--- src/rtl/wb_pkg.sv ---
// Shared Wishbone definitions: host FSM states, default timeout and the
// peripheral address map used by the slaves and benches.
package wb_pkg;

  typedef enum logic [1:0] {
    ST_IDLE = 2'd0,
    ST_REQ  = 2'd1,
    ST_WAIT = 2'd2,
    ST_RESP = 2'd3
  } wb_state_e;

  localparam int DEFAULT_TIMEOUT_CYCLES = 255;

  localparam logic [31:0] WB_BASE_ADDR     = 32'h3000_0000;
  localparam logic [31:0] WB_RESULT_OFFSET = 32'h0000_0004;
  localparam logic [31:0] WB_RESULT_ADDR   = WB_BASE_ADDR + WB_RESULT_OFFSET;

  // Byte address of the idx-th 32-bit register in the peripheral block.
  function automatic logic [31:0] wb_reg_addr(input int unsigned idx);
    return WB_BASE_ADDR + 32'(idx * 4);
  endfunction

endpackage

--- src/rtl/wb_timeout_ctr.sv ---
// Saturating cycle counter for bounding a bus transfer; expired is raised
// on the last permitted cycle (LIMIT-1). LIMIT of 0 disables expiry.
module wb_timeout_ctr #(
  parameter int LIMIT = 255,
  parameter int TO_W  = 8
) (
  input  logic clk,
  input  logic reset_n,
  input  logic clr,
  input  logic en,
  output logic expired
);

  logic [TO_W-1:0] count_reg;
  logic [TO_W-1:0] count_next;

  always_comb begin
    count_next = count_reg;
    if (clr) begin
      count_next = '0;
    end else if (en && (count_reg != {TO_W{1'b1}})) begin
      count_next = count_reg + TO_W'(1);
    end
  end

  always_ff @(posedge clk or negedge reset_n) begin
    if (!reset_n) begin
      count_reg <= '0;
    end else begin
      count_reg <= count_next;
    end
  end

  generate
    if (LIMIT == 0) begin : g_no_timeout
      assign expired = 1'b0;
    end else begin : g_timeout
      localparam logic [TO_W-1:0] LAST = TO_W'(LIMIT - 1);
      assign expired = (count_reg == LAST);
    end
  endgenerate

endmodule

--- src/rtl/wb_host_master.sv ---
// Single-outstanding Wishbone pipelined initiator: one valid/ready command
// becomes one bus read or write, answered by a one-cycle response strobe.
module wb_host_master
  import wb_pkg::*;
#(
  parameter int ADDR_W         = 32,
  parameter int DATA_W         = 32,
  parameter int TIMEOUT_CYCLES = wb_pkg::DEFAULT_TIMEOUT_CYCLES,
  parameter int TO_W           = 8
) (
  input  logic              clk,
  input  logic              reset_n,
  input  logic              req_valid,
  output logic              req_ready,
  input  logic              req_we,
  input  logic [ADDR_W-1:0] req_addr,
  input  logic [DATA_W-1:0] req_wdata,
  output logic              resp_valid,
  output logic [DATA_W-1:0] resp_rdata,
  output logic              resp_err,
  output logic              o_wb_cyc,
  output logic              o_wb_stb,
  output logic              o_wb_we,
  output logic [ADDR_W-1:0] o_wb_addr,
  output logic [DATA_W-1:0] o_wb_data,
  input  logic              i_wb_ack,
  input  logic              i_wb_stall,
  input  logic [DATA_W-1:0] i_wb_data
);

  wb_state_e         state_reg, state_next;
  logic              accept;
  logic              in_xfer;
  logic              complete;
  logic              expired;
  logic              timeout_hit;
  logic              we_reg;
  logic [ADDR_W-1:0] addr_reg;
  logic [DATA_W-1:0] wdata_reg;
  logic [DATA_W-1:0] rdata_reg, rdata_next;
  logic              err_reg, err_next;

  assign accept  = (state_reg == ST_IDLE) && req_valid;
  assign in_xfer = (state_reg == ST_REQ) || (state_reg == ST_WAIT);

  // Ack only counts once the strobe has been taken; an ack under stall is
  // a slave protocol violation and is dropped.
  assign complete = ((state_reg == ST_REQ) && i_wb_ack && !i_wb_stall) ||
                    ((state_reg == ST_WAIT) && i_wb_ack);
  assign timeout_hit = in_xfer && expired && !complete;

  wb_timeout_ctr #(
    .LIMIT (TIMEOUT_CYCLES),
    .TO_W  (TO_W)
  ) u_timeout (
    .clk     (clk),
    .reset_n (reset_n),
    .clr     (accept),
    .en      (in_xfer),
    .expired (expired)
  );

  always_ff @(posedge clk or negedge reset_n) begin
    if (!reset_n) begin
      state_reg <= ST_IDLE;
    end else begin
      state_reg <= state_next;
    end
  end

  always_comb begin
    state_next = state_reg;
    case (state_reg)
      ST_IDLE: if (req_valid) state_next = ST_REQ;
      ST_REQ: begin
        if (complete || timeout_hit) state_next = ST_RESP;
        else if (!i_wb_stall)        state_next = ST_WAIT;
      end
      ST_WAIT: if (complete || timeout_hit) state_next = ST_RESP;
      ST_RESP: state_next = ST_IDLE;
      default: state_next = ST_IDLE;
    endcase
  end

  always_comb begin
    req_ready  = 1'b0;
    resp_valid = 1'b0;
    o_wb_cyc   = 1'b0;
    o_wb_stb   = 1'b0;
    case (state_reg)
      ST_IDLE: req_ready = 1'b1;
      ST_REQ: begin
        o_wb_cyc = 1'b1;
        o_wb_stb = 1'b1;
      end
      ST_WAIT: o_wb_cyc = 1'b1;
      ST_RESP: resp_valid = 1'b1;
      default: req_ready = 1'b0;
    endcase
  end

  // Response fields change only on entry to RESP and hold until the next one.
  always_comb begin
    rdata_next = rdata_reg;
    err_next   = err_reg;
    if (complete) begin
      rdata_next = we_reg ? '0 : i_wb_data;
      err_next   = 1'b0;
    end else if (timeout_hit) begin
      rdata_next = '0;
      err_next   = 1'b1;
    end
  end

  always_ff @(posedge clk or negedge reset_n) begin
    if (!reset_n) begin
      we_reg    <= 1'b0;
      addr_reg  <= '0;
      wdata_reg <= '0;
      rdata_reg <= '0;
      err_reg   <= 1'b0;
    end else begin
      if (accept) begin
        we_reg    <= req_we;
        addr_reg  <= req_addr;
        wdata_reg <= req_wdata;
      end
      rdata_reg <= rdata_next;
      err_reg   <= err_next;
    end
  end

  assign o_wb_we    = we_reg;
  assign o_wb_addr  = addr_reg;
  assign o_wb_data  = wdata_reg;
  assign resp_rdata = rdata_reg;
  assign resp_err   = err_reg;

endmodule

--- config.mk ---
export PLATFORM = sky130hd
export DESIGN_NAME = wb_host_master
export DESIGN_NICKNAME = d
export VERILOG_FILES = /design/src/rtl/wb_pkg.sv /design/src/rtl/wb_timeout_ctr.sv /design/src/rtl/wb_host_master.sv
export SDC_FILE = /design/constraint.sdc
export NUM_CORES = 1
export LEC_CHECK = 0
export ABC_AREA = 0
export BUFFER_PORTS_ARGS = -buffer_cell sky130_fd_sc_hd__buf_2
export CORE_MARGIN = 5
export CORE_UTILIZATION = 49
export CTS_BUF_LIST = sky130_fd_sc_hd__clkbuf_8
export DETAILED_ROUTE_END_ITERATION = 8
export GPL_TIMING_DRIVEN = 1
export HOLD_SLACK_MARGIN = 0.02
export PLACE_DENSITY_LB_ADDON = 0.12
export SLEW_MARGIN = 20
export SYNTH_ARGS = -nofsm -noshare
export SYNTH_HDL_FRONTEND = slang
export SYNTH_SLANG_ARGS = --single-unit
export TNS_END_PERCENT = 100
--- constraint.sdc ---
create_clock -name clk -period 4.6 [get_ports clk]
set_input_delay 0 -clock clk [delete_from_list [all_inputs] [get_ports clk]]
set_output_delay 0 -clock clk [all_outputs]
set_load 0.05 [all_outputs]
=== Yosys cells after proc, flatten, opt, wreduce, memory -nomap -nowiden ===
Cells that the tools add are included.

* Flip-flop bits (word level): 108
* Input bits: 102
* Output and inout bits: 102
* Word-level logic and storage cells: 49

* Add/subtract/negate cells: 1
* Eq/ne operators: 8
* Muxes and demuxes: 16
* Reductions and logical operators: 17

{| class="wikitable"
|+ Operator list
! cell !! count
|-
| two-way mux 32 bit || 3
|-
| two-way mux 8 bit || 2
|-
| adder 8 x 1 -> 8 bit, second input constant || 1
|-
| equality test 8 bit, second input constant || 1
|-
| two-way mux 2 bit || 4
|-
| != test 8 bit, second input constant || 1
|-
| case mux 2 bit (4 select lines) || 1
|-
| logical AND 1 bit || 7
|-
| two-way mux 1 bit || 6
|-
| equality test 2 bit, second input constant || 2
|-
| nonzero test 2 bit || 2
|-
| logical OR 1 bit || 3
|-
| != test 3 x 2 -> 1 bit, second input constant || 1
|-
| AND reduction 3 bit || 1
|-
| equality test 2 x 1 -> 1 bit, second input constant || 1
|-
| logical NOT 1 bit || 2
|-
| logical NOT 2 bit || 1
|-
| != test 2 x 1 -> 1 bit, second input constant || 1
|-
| != test 2 bit, second input constant || 1
|-
| OR reduction 2 bit || 1
|}

=== Longest topological paths before layout ===
* Depth after elaboration: 9
* Gate-level depth with buffers: 8
* Mapped depth without buffers: 7

=== By module ===
A second synthesis with hierarchy kept.

* Cells, all modules: 299
* Area total of the unflattened synthesis: 4,470.5 µm²

{| class="wikitable"
|+ Modules (own cells, without submodules)
! module !! times used !! cells an instance !! area each (µm²) !! sequential area each (µm²)
|-
| wb_host_master || 1 || 246 || 3,975.1 || 2,502.4
|-
| wb_timeout_ctr || 1 || 53 || 495.5 || 200.2
|}

=== Worst setup path after synthesis ===
OpenSTA, ideal clock, no wires.

* Path type: flip-flop to flip-flop
* Start: register state_reg[0]
* End: register state_reg[1]
* Setup time: 0.128 ns
* Arrival time: 2.123 ns
* Data required time: 4.472 ns
* Path slack: 2.349 ns
* Stages on the path, launching flop included: 9
* Buffers on the path: 1
* Clock period less this slack: 2.251 ns
* Path through: dfrtp_1 -> inv_1 -> ha_1 -> and4_1 -> nand2_2 -> and2_4 -> buf_6 -> a21oi_2 -> mux2_1

* Cells in the longest elaborated chain, start to end: 9
* Elaborated cells on any way between the ends: 19
* Classes of those cells: eq/ne (6); mux (2); reduce/logical (11)

{| class="wikitable"
|+ Ends and longest elaborated chain
! what !! line !! RTL
|-
| from (decl) || wb_host_master.sv:31 || <nowiki>wb_state_e state_reg, state_next;</nowiki>
|-
| from (signal assigned) || wb_host_master.sv:67 || <nowiki>state_reg <= state_next;</nowiki>
|-
| equality test 2 x 1 -> 1 bit || wb_host_master.sv:44, wb_host_master.sv:48, wb_host_master.sv:73 ||
|-
| logical AND 1 bit (2 in series) || wb_host_master.sv:48 || <nowiki>assign complete = ((state_reg == ST_REQ) && i_wb_ack && !i_wb_stall) ||</nowiki>
|-
| logical OR 1 bit || wb_host_master.sv:48 ||
|-
| logical NOT 1 bit || wb_host_master.sv:50 || <nowiki>assign timeout_hit = in_xfer && expired && !complete;</nowiki>
|-
| logical AND 1 bit || wb_host_master.sv:50 ||
|-
| logical OR 1 bit || wb_host_master.sv:76, wb_host_master.sv:79 ||
|-
| two-way mux 2 bit, or another cell as far along || wb_host_master.sv:76 || <nowiki>if (complete || timeout_hit) state_next = ST_RESP;</nowiki>
|-
| case mux 2 bit (4 select lines) / AND reduction 3 bit (equally long branches) || - ||
|}

Several ways; a longest one is shown, not always the timed one.
A chain may end at the register's enable or synchronous reset.

=== Final worst setup path ===
Same ends and word-level chain as after synthesis.

==> results.py <==
metrics = {
    "pwr": {
        "pwr_density_cell_nw_per_um2": 781,
        "static-leakage-power_nw": 3.60,
        "max-vdd-ir-drop_uv": 388,
    },
    "clock_network": {
        "cts-resized-gates": 0,
        "root_buffer": "clkbuf_8",
        "post-cts-setup-buffers": 0,
        "clk-insertion-delay-late_ps": 360,
        "count_of_clock_tree_sinks": 108,
        "htree_levels": 3,
        "cts.reportedPaths.clkPinSlew_ps": 90,
        "cts-hold-fix-buffers": 99,
        "tritoncts_clock_tree": "done",
        "cts_inserted_buffers": 9,
        "cts.path.max_buffers": 2,
    },
    "placement": {
        "finalWeightedCongestion": 0.745,
        "port-buffer-count": 203,
        "detailed_place_hpwl_um": 7730,
    },
    "setup_path": {
        "criticalPathCategory": "register to register",
        "timing.critical_path.from_type": "register",
        "data_arrival_time_of_the_critical_path_ps": 2370,
        "worstPathMaxFanout": 35,
        "critical_path_required_ps": 4840,
        "worstSetupEndpointType": "register",
    },
    "global_route": {
        "grt_first_pass_wirelength_um": 19400,
        "grt_use_total_pct": 23.2,
        "vias_in_the_first_global_route": 4157,
        "overflow": 0,
        "largest_net_degree_at_the_start_of_global_routing": 73,
        "antenna_found_initial": 0,
    },
    "final_layout": {
        "num-fill-cells": 621,
        "layout.cells.most_common_list": "buf_2 (202), nand2_1 (201), dfrtp_1 (108), dlygate4sd3_1 (99), a22o_1 (32)",
        "finalNetCount": 819,
        "syn2layout_area_growth_pct": 53.3,
        "layout.area.seq_um2": 2700,
        "final_layout_size_suffix_gt1_share_pct": 32.0,
        "multi_input_area_um2": 1420,
        "mostFrequentLayoutCell": "buf_2",
        "diodes": 0,
    },
    "status": {
        "status": "complete, no violations",
    },
    "drt": {
        "wirelength_um": 12600,
        "detailroute.via_count": 4022,
        "number_of_drc_markers_in_iteration_0": 202,
        "route.detailed.vias_per_inst": 4.88,
        "drtPass1Iterations": 5,
        "drt.antenna.violating_nets": 0,
        "routed_wire_length_per_instance_um": 15.3,
        "drc_errors": 0,
    },
    "synth": {
        "synth_seq_cells": 108,
        "yosysSeqAreaShare_pct": 63.5,
        "syn_area_per_cell_um2": 10.2,
        "synth.cell_area_um2": 4250,
        "count_of_warnings_emitted_by_yosys": 0,
        "synthCells": 417,
        "synth_fp_nets": 525,
        "synth_cell_types": 34,
    },
    "die": {
        "die-area_um2": 10600,
        "boundaryPins": 204,
        "coreArea_um2": 8590,
        "dieWidth_um": 103,
        "start_util_pct": 49.5,
        "dieHeight_um": 103,
        "num_rows": 34,
    },
    "timing": {
        "fmax_mhz": 470,
        "timing.hold.ws_ps": 77.1,
        "report.final.hold_viol_count": 0,
        "layout_min_cycle_time_ps": 2130,
        "fin_skew_ps": 16.6,
        "setup_total_negative_slack_ps": 0,
        "worstMarginPinSlew_ps": 767,
        "setup_viol_count_final": 0,
        "timing.final.crit_share_pct": 46.3,
        "pins_over_slew_limit": 0,
        "max-slew-margin-rel_pct": 48.9,
        "grt_setup_unrepaired": "no",
    },
    "run": {
        "max-cap-violations": 0,
    },
    "hold_path": {
        "hold_class": "input port to register",
    },
}
[path summary, 6_finish.rpt]
path                                   start                      to  slack [ps]  depth (start not counted)
worst max-delay path            state_reg[0]            state_reg[1]        2470                          7
worst min-delay path               req_valid           o_wb_data[19]          80                          4
worst max register to register  state_reg[0]            state_reg[1]        2470                          7
worst min register to register  o_wb_data[0]            o_wb_data[0]         480                          2
max in group asynchronous            reset_n  u_timeout.count_reg[1]        3200                          3
min in group asynchronous            reset_n           resp_rdata[1]         170                          2
[kinds of logic after synthesis]
group | after synthesis | share of synthesized area [%]
AO/OA/AOI/OAI | 46 | 9.30
XOR/XNOR | 5 | 1.03
adder cells (fa/ha/maj) | 6 | 1.77
buffers and inverters | 27 | 3.38
flip-flops | 108 | 63.5
multiplexers | 2 | 0.500
AND/OR/NAND/NOR | 223 | 20.5
[worst max-delay path, cell delays in order (launching register included)]
cell and delay, ps:
dfrtp_1 400, inv_1 100, ha_1 400, and4_1 250, nand2_2 70, and2_4 390, a21oi_2 90, mux2_1 320
[final cells by class]
| class | count | share of cell area, % |
|---|---|---|
| flip-flops and latches | 108 | 41.4 |
| well taps | 108 | 2.07 |
| inverters | 5 | 0.288 |
| clock inverters | 7 | 1.40 |
| repair buffers | 305 | 31.2 |
| clock buffers | 9 | 1.90 |
| multi-input cells | 282 | 21.7 |
[power breakdown]
group | internal, mW | switching [mW]
combinational | 0.704 | 2.17
sequential | 1.36 | 0.241
clock | 0.305 | 0.313
[cell usage after synthesis]
master | number | area, um^2
nand2_1 | 202 | 758
dfrtp_1 | 108 | 2700
a22o_1 | 32 | 280
clkbuf_1 | 15 | 56.3
nor2_1 | 10 | 37.5
ha_1 | 6 | 75.1
inv_1 | 5 | 18.8
a21oi_1 | 3 | 15.0
buf_8 | 3 | 45.0
xnor2_1 | 3 | 26.3
a211oi_1 | 2 | 15.0
buf_1 | 2 | 7.51
nand3_1 | 2 | 10.0
nor2b_1 | 2 | 12.5
o21ai_0 | 2 | 10.0
xor2_1 | 2 | 17.5
a2111oi_4 | 1 | 27.5
a211oi_2 | 1 | 12.5
a21boi_0 | 1 | 7.51
a21oi_2 | 1 | 8.76
a31oi_1 | 1 | 6.26
and2_1 | 1 | 6.26
and2_4 | 1 | 8.76
and3_1 | 1 | 6.26
and4_1 | 1 | 8.76
and4_4 | 1 | 11.3
buf_2 | 1 | 5.00
buf_6 | 1 | 11.3
mux2_1 | 1 | 11.3
mux2i_1 | 1 | 10.0
nand2_2 | 1 | 6.26
nor3_1 | 1 | 5.00
o21a_1 | 1 | 7.51
o21ai_1 | 1 | 5.00
[layer usage]
| metal | wire length [um] | GRT usage [%] |
|---|---|---|
| met1 | 4960 | 28.8 |
| met5 | 0 | 0 |
| met3 | 1020 | 5.28 |
| met4 | 335 | 8.76 |
| met2 | 6260 | 39.7 |
[metrics by stage]
stage	cell area (um^2)	cells	util (%)	total power [mW]	setup slack (ps)
5_1_grt	6520	824	75.9	5.36	2320
3_5_place_dp	5310	709	61.8	4.40	2350
3_3_place_gp	5310	709	61.8	4.34	2490
2_1_floorplan	4250	417	-	3.75	2350
6_report	6520	824	75.9	5.09	2470
4_1_cts	6520	824	75.8	5.10	2320
Power figures use the tool's default switching activity.
